===== src/rtl/blt_update_ctrl.sv =====
// Branch lookup table update sequencer: round-robin arbitration of two update sources
// into a small FIFO, drained through a registered single-write port.
module blt_update_ctrl #(
  parameter int ADDR_WIDTH = 32,
  parameter int DEPTH      = 4,
  parameter int PTR_W      = 2
) (
  input  logic                  clk,
  input  logic                  reset,
  input  logic                  req0_valid,
  output logic                  req0_ready,
  input  logic [ADDR_WIDTH-1:0] req0_key,
  input  logic [ADDR_WIDTH-1:0] req0_val,
  input  logic                  req0_hit,
  input  logic                  req1_valid,
  output logic                  req1_ready,
  input  logic [ADDR_WIDTH-1:0] req1_key,
  input  logic [ADDR_WIDTH-1:0] req1_val,
  input  logic                  req1_hit,
  input  logic                  hold,
  input  logic                  flush,
  output logic                  blt_write,
  output logic [ADDR_WIDTH-1:0] blt_write_key,
  output logic [ADDR_WIDTH-1:0] blt_write_val,
  output logic                  blt_hit,
  output logic [PTR_W:0]        pending,
  output logic                  idle
);

  localparam logic [PTR_W:0] FULL_CNT = (PTR_W+1)'(DEPTH);

  logic [ADDR_WIDTH-1:0] key_mem [DEPTH];
  logic [ADDR_WIDTH-1:0] val_mem [DEPTH];
  logic                  hit_mem [DEPTH];

  logic [PTR_W-1:0]      wr_ptr_q, wr_ptr_d;
  logic [PTR_W-1:0]      rd_ptr_q, rd_ptr_d;
  logic [PTR_W:0]        count_q, count_d;
  logic                  rr_pri_q, rr_pri_d;
  logic                  write_q, write_d;
  logic [ADDR_WIDTH-1:0] key_q, key_d;
  logic [ADDR_WIDTH-1:0] val_q, val_d;
  logic                  hit_q, hit_d;

  logic                  full, empty;
  logic                  grant0, grant1;
  logic                  push, pop;
  logic [ADDR_WIDTH-1:0] push_key, push_val;
  logic                  push_hit;

  assign full  = (count_q == FULL_CNT);
  assign empty = (count_q == '0);

  // rr_pri_q == 0 favours requester 0 when both are valid.
  assign grant0 = req0_valid & (~req1_valid | ~rr_pri_q);
  assign grant1 = req1_valid & (~req0_valid |  rr_pri_q);

  assign req0_ready = grant0 & ~full & ~flush;
  assign req1_ready = grant1 & ~full & ~flush;

  assign push = req0_ready | req1_ready;
  assign pop  = ~empty & ~hold & ~flush;

  assign push_key = req1_ready ? req1_key : req0_key;
  assign push_val = req1_ready ? req1_val : req0_val;
  assign push_hit = req1_ready ? req1_hit : req0_hit;

  always_comb begin
    wr_ptr_d = wr_ptr_q;
    rd_ptr_d = rd_ptr_q;
    count_d  = count_q;
    rr_pri_d = rr_pri_q;
    write_d  = 1'b0;
    key_d    = key_q;
    val_d    = val_q;
    hit_d    = hit_q;

    if (req0_valid & req1_valid & push)
      rr_pri_d = ~rr_pri_q;

    if (flush) begin
      wr_ptr_d = '0;
      rd_ptr_d = '0;
      count_d  = '0;
    end else begin
      if (push)
        wr_ptr_d = wr_ptr_q + 1'b1;
      if (pop) begin
        rd_ptr_d = rd_ptr_q + 1'b1;
        write_d  = 1'b1;
        key_d    = key_mem[rd_ptr_q];
        val_d    = val_mem[rd_ptr_q];
        hit_d    = hit_mem[rd_ptr_q];
      end
      if (push & ~pop)
        count_d = count_q + 1'b1;
      else if (pop & ~push)
        count_d = count_q - 1'b1;
    end
  end

  always_ff @(posedge clk or posedge reset) begin
    if (reset) begin
      wr_ptr_q <= '0;
      rd_ptr_q <= '0;
      count_q  <= '0;
      rr_pri_q <= 1'b0;
      write_q  <= 1'b0;
      key_q    <= '0;
      val_q    <= '0;
      hit_q    <= 1'b0;
    end else begin
      wr_ptr_q <= wr_ptr_d;
      rd_ptr_q <= rd_ptr_d;
      count_q  <= count_d;
      rr_pri_q <= rr_pri_d;
      write_q  <= write_d;
      key_q    <= key_d;
      val_q    <= val_d;
      hit_q    <= hit_d;
    end
  end

  // Storage carries no reset; an entry is only read after it has been written.
  always_ff @(posedge clk) begin
    if (push) begin
      key_mem[wr_ptr_q] <= push_key;
      val_mem[wr_ptr_q] <= push_val;
      hit_mem[wr_ptr_q] <= push_hit;
    end
  end

  assign blt_write     = write_q;
  assign blt_write_key = key_q;
  assign blt_write_val = val_q;
  assign blt_hit       = hit_q;
  assign pending       = count_q;
  assign idle          = empty & ~write_q;

endmodule


===== config.mk =====
export PLATFORM = sky130hd
export DESIGN_NAME = blt_update_ctrl
export DESIGN_NICKNAME = d
export VERILOG_FILES = /design/src/rtl/blt_update_ctrl.sv
export SDC_FILE = /design/constraint.sdc
export NUM_CORES = 1
export LEC_CHECK = 0
export CAP_MARGIN = 20
export CELL_PAD_IN_SITES_DETAIL_PLACEMENT = 0
export CELL_PAD_IN_SITES_GLOBAL_PLACEMENT = 1
export CORE_ASPECT_RATIO = 0.7
export CORE_MARGIN = 2
export CORE_UTILIZATION = 50
export DETAILED_ROUTE_END_ITERATION = 7
export GPL_TIMING_DRIVEN = 0
export PLACE_DENSITY_LB_ADDON = 0.1
export RECOVER_POWER = 100
export SLEW_MARGIN = 40
export SYNTH_ARGS = -nofsm -noshare
export SYNTH_HDL_FRONTEND = slang
export SYNTH_SLANG_ARGS = --single-unit

===== constraint.sdc =====
create_clock -name clk -period 8.11 [get_ports clk]
set_input_delay 0.811 -clock clk [delete_from_list [all_inputs] [get_ports clk]]
set_output_delay 0.811 -clock clk [all_outputs]
set_load 0.1 [all_outputs]

==> results by group <==
Status
  • Status: finished with violations
  • Failing checks: max-capacitance violations, max-slew violations

Clock tree
  • CTS resizes: 0
  • H-tree Lvls: 1
  • Num CTS Buffers: 31
  • Clk slew on worst S/H paths: 60 ps
  • CTS sink cnt: 334
  • Clock Tree Buf Depth: 3
  • Post-CTS setup buffers: 0
  • Hold buffer count at CTS: 0
  • CTS root buf: clkbuf_16
  • CTS tree: built
  • Worst skew pair latency: 550 ps

Logic synthesis
  • Number of flops mapped to enable cells by yosys: 260
  • Async set-reset flop share out of synthesis: 22.16%
  • FF+latch count, synth: around 330
  • Synth Flop Type: edfxtp_1
  • Synth cell types: 36
  • Yosys warns: 0
  • Adder-cell area share of the yosys netlist: 0.5256%
  • Netlist Area Pre-Place: 13,330 um^2
  • Xor/xnor share of the synthesized area: less than 1%
  • Post-Syn Nets: about 760
  • Main combinational cell family by area after synthesis: multiplexers
  • Mux cell area share after synthesis: 23.31%
  • Synth Area per Inst: 21.68 um^2
  • Post-Synth Simple-Gate Area: 1.258%
  • Cells after synthesis: 615
  • Seq/Total Area, Yosys: 72.46%
  • Compound-Gate Fraction of Synth Area: 0.3942%

Floorplan
  • IO Pins: about 210
  • Row Count: 49
  • Core Region: 25,930 um^2
  • Die width: 199.2 um
  • Full die area: about 28,000 um^2
  • Die H: approximately 140 um
  • Initial Utilization: 51.40%

Routing
  • Drt first pass iters: 4
  • WL/cell: 21.35 um
  • Final routed DRC violation total: 0
  • Vias/cell: 5.344
  • Routed Antenna Nets: 0
  • DR iter-0 viols: 359
  • Final WL: 26,580 um
  • Vias: 6,653

Timing
  • Slew margin rel.: -48.76%
  • Setup Skew: 10.36 ps
  • Final setup violation count: 0
  • RSZ-0062 raised after global routing: false
  • Tmin final: 4952 ps
  • Final Hold Fails: 0
  • Worst-margin pin slew: 2219 ps
  • TNS Setup: 0 ps
  • Final period util: between 60 and 70%
  • FMAX: around 200 MHz
  • Slew Limit Fails: 313

Setup path
  • Crit-path cells: dlygate4sd3_1, a21oi_1, and3_1, clkbuf_1, clkbuf_1, clkbuf_1
  • CP peak stage delay: 920 ps
  • Worst path bufs/invs: 4
  • Register-to-Register Path Depth: 4
  • Reg-to-reg slack, setup: 3930 ps
  • WP data required: ~7300 ps
  • R2r startpoint: pending[0]$_DFFE_PP0P_
  • Crit path kind: primary input to primary output
  • CP Data Arrival Time: 4140 ps
  • Worst Setup End Kind: primary output
  • Reg2reg end: val_mem[2][28]$_DFFE_PP_
  • Most used cell, CP: clkbuf_1
  • Largest delay share family, worst path: buffers and inverters
  • CP Max Fanout: 10
  • CP max-delay cell: clkbuf_1
  • CP startpoint kind: primary input
  • Levels on crit path: 6

Finish
  • Fraction of layout cells with a size suffix above 1: between 10% and 20%
  • Final antenna diode count: 0
  • Fill count: between 1,500 and 2,000
  • Commonest non-fill, non-tap cell in the layout: edfxtp_1
  • Most frequent cells in the layout: 260 x edfxtp_1, 133 x clkdlybuf4s50_1, 110 x clkbuf_1, 75 x mux2_1, 74 x dfrtp_1
  • Post-route cell area: 16,190 um^2
  • Area delta synth->final: 21.48%
  • Final Instance Count excl. Fillers: roughly 1,200
  • Nets: 1,005

Place
  • Detailed placement HPWL: 17,380 um
  • GPL Wtd Cong: 0.7356
  • Cell Area, Placed: 15,680 um^2
  • IO Port Bufs: 207
  • Post-Place Cells: 1,188

Global routing
  • Total gr overflow: 0
  • Pin count of the biggest net entering global routing: 43
  • Antenna violations before repair: 0
  • Global-route wire length before repair: 40,730 um
  • Tot GR Track Use: 19.32%
  • Vias in the first global route: 7,223

Min path
  • Hold Crit Class: register to register
  • Hold Crit Depth: 1
  • Worst Hold Launch: blt_write_key[3]$_DFFE_PP0P_
  • Hold Path End: blt_write_key[3]$_DFFE_PP0P_

Pwr
  • Power density cells: 384.1 nW/um^2
  • Leak pwr: 5.420 nW
  • VDD IR-drop max: 257.1 uV

Job
  • Max_cap viols: 10
## per-layer routing
metal,global-route usage (%),part of all wire (%),up-vias
met3,2.943,4.5,34
met5,0,0,-
met1,26.77,45,3482
met2,32.84,49,169
met4,4.242,1.7,0
li1,-,-,2968
## per-stage QoR
step / hold WS (ps) / utilization [%] / power (W) / setup slack, ps
detailed placement: 473.8 / 60.48 / 0.004969 / 4682
global route: 528.3 / 62.44 / 0.006461 / 3013
CTS: 487.7 / 64.36 / 0.006403 / 4671
finish: 487.1 / 62.44 / 0.006219 / 3158
floorplan: 457.9 / - / 0.004434 / 3375
global placement: 468.8 / 61.11 / 0.005085 / 2889
## final cells by class
| class | count | area [um^2] | share of cell area, % |
|---|---|---|---|
| Buffer | 31 | 133.9 | 0.8268 |
| Clock buffer | 41 | 833.3 | 5.146 |
| Clock inverter | 16 | 172.7 | 1.066 |
| Inverter | 6 | 23.77 | 0.1468 |
| Multi-Input combinational cell | 244 | 3268 | 20.18 |
| Sequential cell | 334 | 9659 | 59.65 |
| Tap cell | 357 | 446.7 | 2.758 |
| Timing Repair Buffer | 216 | 1655 | 10.22 |
## logic make-up (layout without fill, tap and decap cells)
family                     count (synthesis)  in the layout
AOI/OAI and AO/OA                          6              6
xor gates and xnor gates                   5              5
adders and majority gates                  5              5
buffers and inverters                     37            310
DFF                                      334            334
muxes                                    198            198
and+or+nand+nor                           30             30
## state kept, by name (all words and copies together) (netlist names)
name / flops
blt_write_val: 32
pending: 3
blt_hit: 1
rr_pri_q: 1
rd_ptr_q: 2
key_mem: 128
val_mem: 128
blt_write: 1
hit_mem: 4
blt_write_key: 32
wr_ptr_q: 2
## where the power goes
group | switching (W) | leakage (nW) | internal, W
Sequential | 0.000139 | 3.26 | 0.00219
Combinational | 0.00186 | 1.67 | 0.000600
Clock | 0.000587 | 0.487 | 0.000844
## how the worst max path moves through the flow
| stage | to | from |
|---|---|---|
| final | req1_ready | flush |
| after global routing | req1_ready | flush |
| after CTS | req1_ready | flush |
| after detailed placement | req1_ready | flush |
| after global placement | key_mem[0][3]$_DFFE_PP_ | flush |
| after floorplan | idle | pending[2]$_DFFE_PP0P_ |
## cells in the mapped netlist (2+ instances only)
cell type	n	share of area (%)
nand2_1	3	0.084
nor2_1	11	0.31
buf_6	9	0.76
mux2_2	57	4.8
mux2_1	36	3.0
mux2_4	39	4.4
ha_1	4	0.38
xnor2_1	5	0.33
edfxtp_1	260	59
mux4_2	65	11
nor3_2	2	0.15
buf_2	10	0.38
inv_1	6	0.17
dfrtp_1	74	14
buf_4	3	0.17
clkbuf_1	6	0.17
and2_1	4	0.19
buf_1	3	0.084
Power figures use the tool's default switching activity.
